==> config.mk <==
export PLATFORM = sky130hd
export DESIGN_NAME = dispatched_fifos
export DESIGN_NICKNAME = d
export VERILOG_FILES = /design/src/rtl/dispatched_fifos.sv
export SDC_FILE = /design/constraint.sdc
export NUM_CORES = 1
export LEC_CHECK = 0
export CAP_MARGIN = 20
export CORE_MARGIN = 2
export CORE_UTILIZATION = 45
export CTS_BUF_LIST = sky130_fd_sc_hd__clkbuf_4
export CTS_CLUSTER_SIZE = 10
export DETAILED_ROUTE_END_ITERATION = 6
export GPL_TIMING_DRIVEN = 1
export HOLD_SLACK_MARGIN = 0.03
export PLACE_DENSITY = 0.69
export SYNTH_ARGS = -nofsm -noshare
export SYNTH_HDL_FRONTEND = slang
export SYNTH_SLANG_ARGS = --single-unit
==> constraint.sdc <==
create_clock -name clk -period 9 [get_ports clk]
set_clock_uncertainty 0.05 [all_clocks]
set_input_delay 2.25 -clock clk [delete_from_list [all_inputs] [get_ports clk]]
set_output_delay 2.25 -clock clk [all_outputs]
set_load 0.05 [all_outputs]
==> src/rtl/dispatched_fifos.sv <==
// One-to-N dispatcher: a single producer stream is steered by a one-hot tag
// into per-destination FIFOs that drain independently; rejected pushes are counted.
module dispatched_fifos #(
  parameter int NUM_REQS = 4,
  parameter int WIDTH    = 8,
  parameter int DEPTH    = 4,
  parameter int CWID     = 8
) (
  input  logic                      clk,
  input  logic                      rst,
  input  logic                      push,
  input  logic [NUM_REQS-1:0]       dest,
  input  logic [WIDTH-1:0]          data_in,
  input  logic [NUM_REQS-1:0]       pop,
  output logic                      accepted,
  output logic [NUM_REQS-1:0]       empty,
  output logic [NUM_REQS-1:0]       full,
  output logic [NUM_REQS*WIDTH-1:0] flat_data_out,
  output logic [CWID-1:0]           drop_cnt
);

  localparam int PW   = (DEPTH > 1) ? $clog2(DEPTH) : 1;
  localparam int CNTW = $clog2(DEPTH + 1);

  logic [WIDTH-1:0]    mem_q  [NUM_REQS][DEPTH];
  logic [PW-1:0]       wptr_q [NUM_REQS];
  logic [PW-1:0]       wptr_d [NUM_REQS];
  logic [PW-1:0]       rptr_q [NUM_REQS];
  logic [PW-1:0]       rptr_d [NUM_REQS];
  logic [CNTW-1:0]     cnt_q  [NUM_REQS];
  logic [CNTW-1:0]     cnt_d  [NUM_REQS];
  logic [CWID-1:0]     drop_q;
  logic [CWID-1:0]     drop_d;
  logic [NUM_REQS-1:0] dest_m1;
  logic                dest_ok;
  logic [NUM_REQS-1:0] wr;
  logic [NUM_REQS-1:0] rd;

  function automatic logic [PW-1:0] next_ptr(input logic [PW-1:0] p);
    return (p == PW'(DEPTH - 1)) ? '0 : p + PW'(1);
  endfunction

  function automatic logic [CWID-1:0] sat_inc(input logic [CWID-1:0] v);
    return (v == {CWID{1'b1}}) ? v : v + CWID'(1);
  endfunction

  assign dest_m1  = dest - NUM_REQS'(1);
  assign dest_ok  = (dest != '0) && ((dest & dest_m1) == '0);
  // Uses registered full only, so pop never reaches accepted combinationally.
  assign accepted = push & dest_ok & ~|(dest & full);
  assign drop_cnt = drop_q;

  always_comb begin
    for (int i = 0; i < NUM_REQS; i++) begin
      empty[i] = (cnt_q[i] == '0);
      full[i]  = (cnt_q[i] == CNTW'(DEPTH));
      wr[i]    = accepted & dest[i];
      rd[i]    = pop[i] & ~empty[i];
    end
  end

  always_comb begin
    flat_data_out = '0;
    for (int i = 0; i < NUM_REQS; i++) begin
      if (!empty[i]) flat_data_out[i*WIDTH +: WIDTH] = mem_q[i][rptr_q[i]];
    end
  end

  always_comb begin
    drop_d = drop_q;
    if (push && !accepted) drop_d = sat_inc(drop_q);
    for (int i = 0; i < NUM_REQS; i++) begin
      wptr_d[i] = wptr_q[i];
      rptr_d[i] = rptr_q[i];
      cnt_d[i]  = cnt_q[i];
      if (wr[i]) wptr_d[i] = next_ptr(wptr_q[i]);
      if (rd[i]) rptr_d[i] = next_ptr(rptr_q[i]);
      unique case ({wr[i], rd[i]})
        2'b10:   cnt_d[i] = cnt_q[i] + CNTW'(1);
        2'b01:   cnt_d[i] = cnt_q[i] - CNTW'(1);
        default: cnt_d[i] = cnt_q[i];
      endcase
    end
  end

  always_ff @(posedge clk) begin
    if (rst) begin
      drop_q <= '0;
      for (int i = 0; i < NUM_REQS; i++) begin
        wptr_q[i] <= '0;
        rptr_q[i] <= '0;
        cnt_q[i]  <= '0;
      end
    end else begin
      drop_q <= drop_d;
      for (int i = 0; i < NUM_REQS; i++) begin
        wptr_q[i] <= wptr_d[i];
        rptr_q[i] <= rptr_d[i];
        cnt_q[i]  <= cnt_d[i];
      end
    end
  end

  // Storage carries no reset; the head is masked to zero while a lane is empty.
  always_ff @(posedge clk) begin
    for (int i = 0; i < NUM_REQS; i++) begin
      if (!rst && wr[i]) mem_q[i][wptr_q[i]] <= data_in;
    end
  end

endmodule

==> metrics <==
Total Power between 1500 and 2000 uW; starting density of the core approximately 47%; crit path DAT between 4 and 5 ns; slew of the pin with the lowest slew margin between 0.8 and 0.9 ns; top-count cell post-synth edfxtp_1; HP Class reg -> reg; Max Cap Violations 0; Post-CTS Hold Fix Bufs 0; post-synth net total between 500 and 600; clk_lat worst skew about 0.55 ns; cts bufs inserted 17; Clock Pin Slew Worst Setup and Hold Paths approximately 0.13 ns; P&R area growth vs syn 16.6%; DP HPWL 8950 um; Sw Ratio a little under a third; post-synthesis cell count 458; post-route ant nets 0; Yosys reg bits between 150 and 200; non-filler cells, final about 760; fin area between 0.008 and 0.009 mm^2; first-pass GRT wire length between 20,000 and 25,000 um; final WL 13,000 um; DR pass1 iterations 4; die area ~0.017 mm^2; fmax 0.145 GHz; crit-path max FO 10; top cell type's share of synthesized area a little over half; drt drc 0; Setup Crit Path Kind in -> out; WL per Instance 17.2 um; clock period minus worst slack approximately 7 ns; IO Pins about 70; vias per cell 5.23; Max Slew Vio Count 0; Max IR drop VDD 0.000104 V; share of layout cells above drive strength 1 between 15 and 20%; status finished clean; CTS sink count about 160; Final period util between 70% and 80%; Critical Path Start dest[0]; Clock Power Share roughly a quarter; Leak Pwr 0.00273 uW; Final nets 582; power density over the cells approximately 200 mW/mm^2; port bufs 67; num rows 45; vias approximately 4k; CTS H-tree depth 4; Int Power between 1000 and 1500 uW; worst rel slew slack 40.8%; Synth Flop Type edfxtp_1; most frequent cells after synthesis 128 x edfxtp_1, 36 x dfxtp_1, 34 x nor2b_1, 32 x mux4_2; sequential share of power between 50 and 60%; Psw 506 uW; CTS max path bufs 2; count of cell types in the netlist 44; Mapped Avg Cell Area between 15 and 20 um^2; Syn. warnings 0; FFs w/ async S/R, synth 0%; Placed Area 0.00803 mm^2; Setup crit end accepted; Root Buffer clkbuf_4; top cells by area, synth edfxtp_1 54%, dfxtp_1 10%, mux4_2 10%; TritonCTS clock tree done; hold_sp drop_cnt[7]$_SDFFE_PP0P_; Detailed Route Iter0 Violations roughly 260; Reg-to-Reg Start cnt_q[3][2]$_SDFFE_PP0P_; number of global-route vias before repair between 4k and 5k; chip height roughly 130 um; Die W approximately 130 um; setup TNS 0 ns; CTS-repair resized insts 0; synthesized area 0.00712 mm^2; worst reg-to-reg path cell count 10; RR Endpoint cnt_q[2][2]$_SDFFE_PP0P_; # placed instances 726; R2R setup slack 6.34 ns; RSZ-0062 raised after global routing no; Req. time, crit path ~6.7 ns; power share of the combinational group 22.7%; Critical Path End Type primary output; area leader, netlist edfxtp_1; setup violators final 0; GRT Overall Usage between 10% and 20%; antenna violations before repair 1; Post-synth EDFFs roughly 130; gr ovfl total 0; largest net degree at the start of global routing 46; post-synthesis sequential area ratio between 60 and 70%; Final Wtd Congestion 0.719; Post-CTS Setup Bufs 0; Fin. Hold Viols 0; crit start category input pin; core area about 0.015 mm^2
layout make-up:
class | instances | area, um^2
diodes | 1 | 2.50
clock buffers | 19 | 143
flip-flops and latches | 164 | 4560
inverters | 27 | 101
clock inverters | 13 | 135
well taps | 211 | 264
fillers | 1277 | 7010
multi-input cells | 252 | 2390
repair buffers | 72 | 708
cell usage in the layout, fill, tap and decap left out, types with 3 or more instances in the layout:
cell type / instances
o31ai_1: 3
and2_1: 3
nor3_1: 13
nor2b_1: 34
edfxtp_1: 128
inv_1: 27
clkdlybuf4s50_1: 67
nand2b_1: 6
buf_4: 5
nand3_1: 3
ha_1: 25
mux4_2: 32
mux2_2: 3
fa_1: 4
nor2_1: 27
clkinvlp_4: 4
nand2_1: 9
mux2i_1: 8
clkbuf_4: 19
and3_2: 4
xor2_1: 8
or3_1: 7
clkinv_2: 3
a21oi_1: 19
o21ai_0: 7
dfxtp_1: 36
and3_1: 12
metal layers:
metal	vias to the layer above	global-route usage, %	part of all wire [%]
li1	1884	-	-
met5	-	0	0
met3	5	5.08	5.3
met4	0	5.25	0.54
met2	96	27.1	50
met1	1982	21.6	44
registers in the layout (all words and copies together), names as in the netlist:
register	cells
cnt_q	12
drop_cnt	8
mem_q	128
rptr_q	8
wptr_q	8
worst min-delay path by stage:
stage,end,slack (ns),cells after the start
after floorplan,cnt_q[0][2]$_SDFFE_PP0P_,0.42,2
after global placement,cnt_q[3][2]$_SDFFE_PP0P_,0.43,2
after detailed placement,drop_cnt[7]$_SDFFE_PP0P_,0.46,2
after CTS,drop_cnt[7]$_SDFFE_PP0P_,0.48,2
after global routing,drop_cnt[7]$_SDFFE_PP0P_,0.50,2
final,drop_cnt[7]$_SDFFE_PP0P_,0.48,2
cell families after synthesis:
logic type	synth area share [%]
compound gates	3.16
xor+xnor	1.37
fa+ha+maj	5.52
buf+inv	2.39
flops	64.1
mux	11.7
simple gates	11.8
worst max-delay path, stage by stage:
cell and delay (ns):
clkdlybuf4s50_1 0.57, a22oi_1 0.34, nand4_4 0.23, nor3_4 0.30
clkdlybuf4s50_1 0.87
through the flow:
stage | hold slack, ns | setup WS [ns] | util [%]
floorplan | 0.415 | 3.31 | -
global route | 0.497 | 1.99 | 54.2
global placement | 0.428 | 2.19 | 52.4
CTS | 0.478 | 2.10 | 54.2
detailed placement | 0.458 | 2.11 | 52.4
finish | 0.480 | 2.12 | 54.2
power groups by stage:
stage | clock network [uW] | registers [uW] | logic [uW]
2_1_floorplan | 0 | 859 | 266
3_3_place_gp | 0 | 875 | 369
3_5_place_dp | 0 | 876 | 377
4_1_cts | 433 | 859 | 378
5_1_grt | 461 | 863 | 399
6_report | 418 | 858 | 374
(Power assumes the default switching activity.)
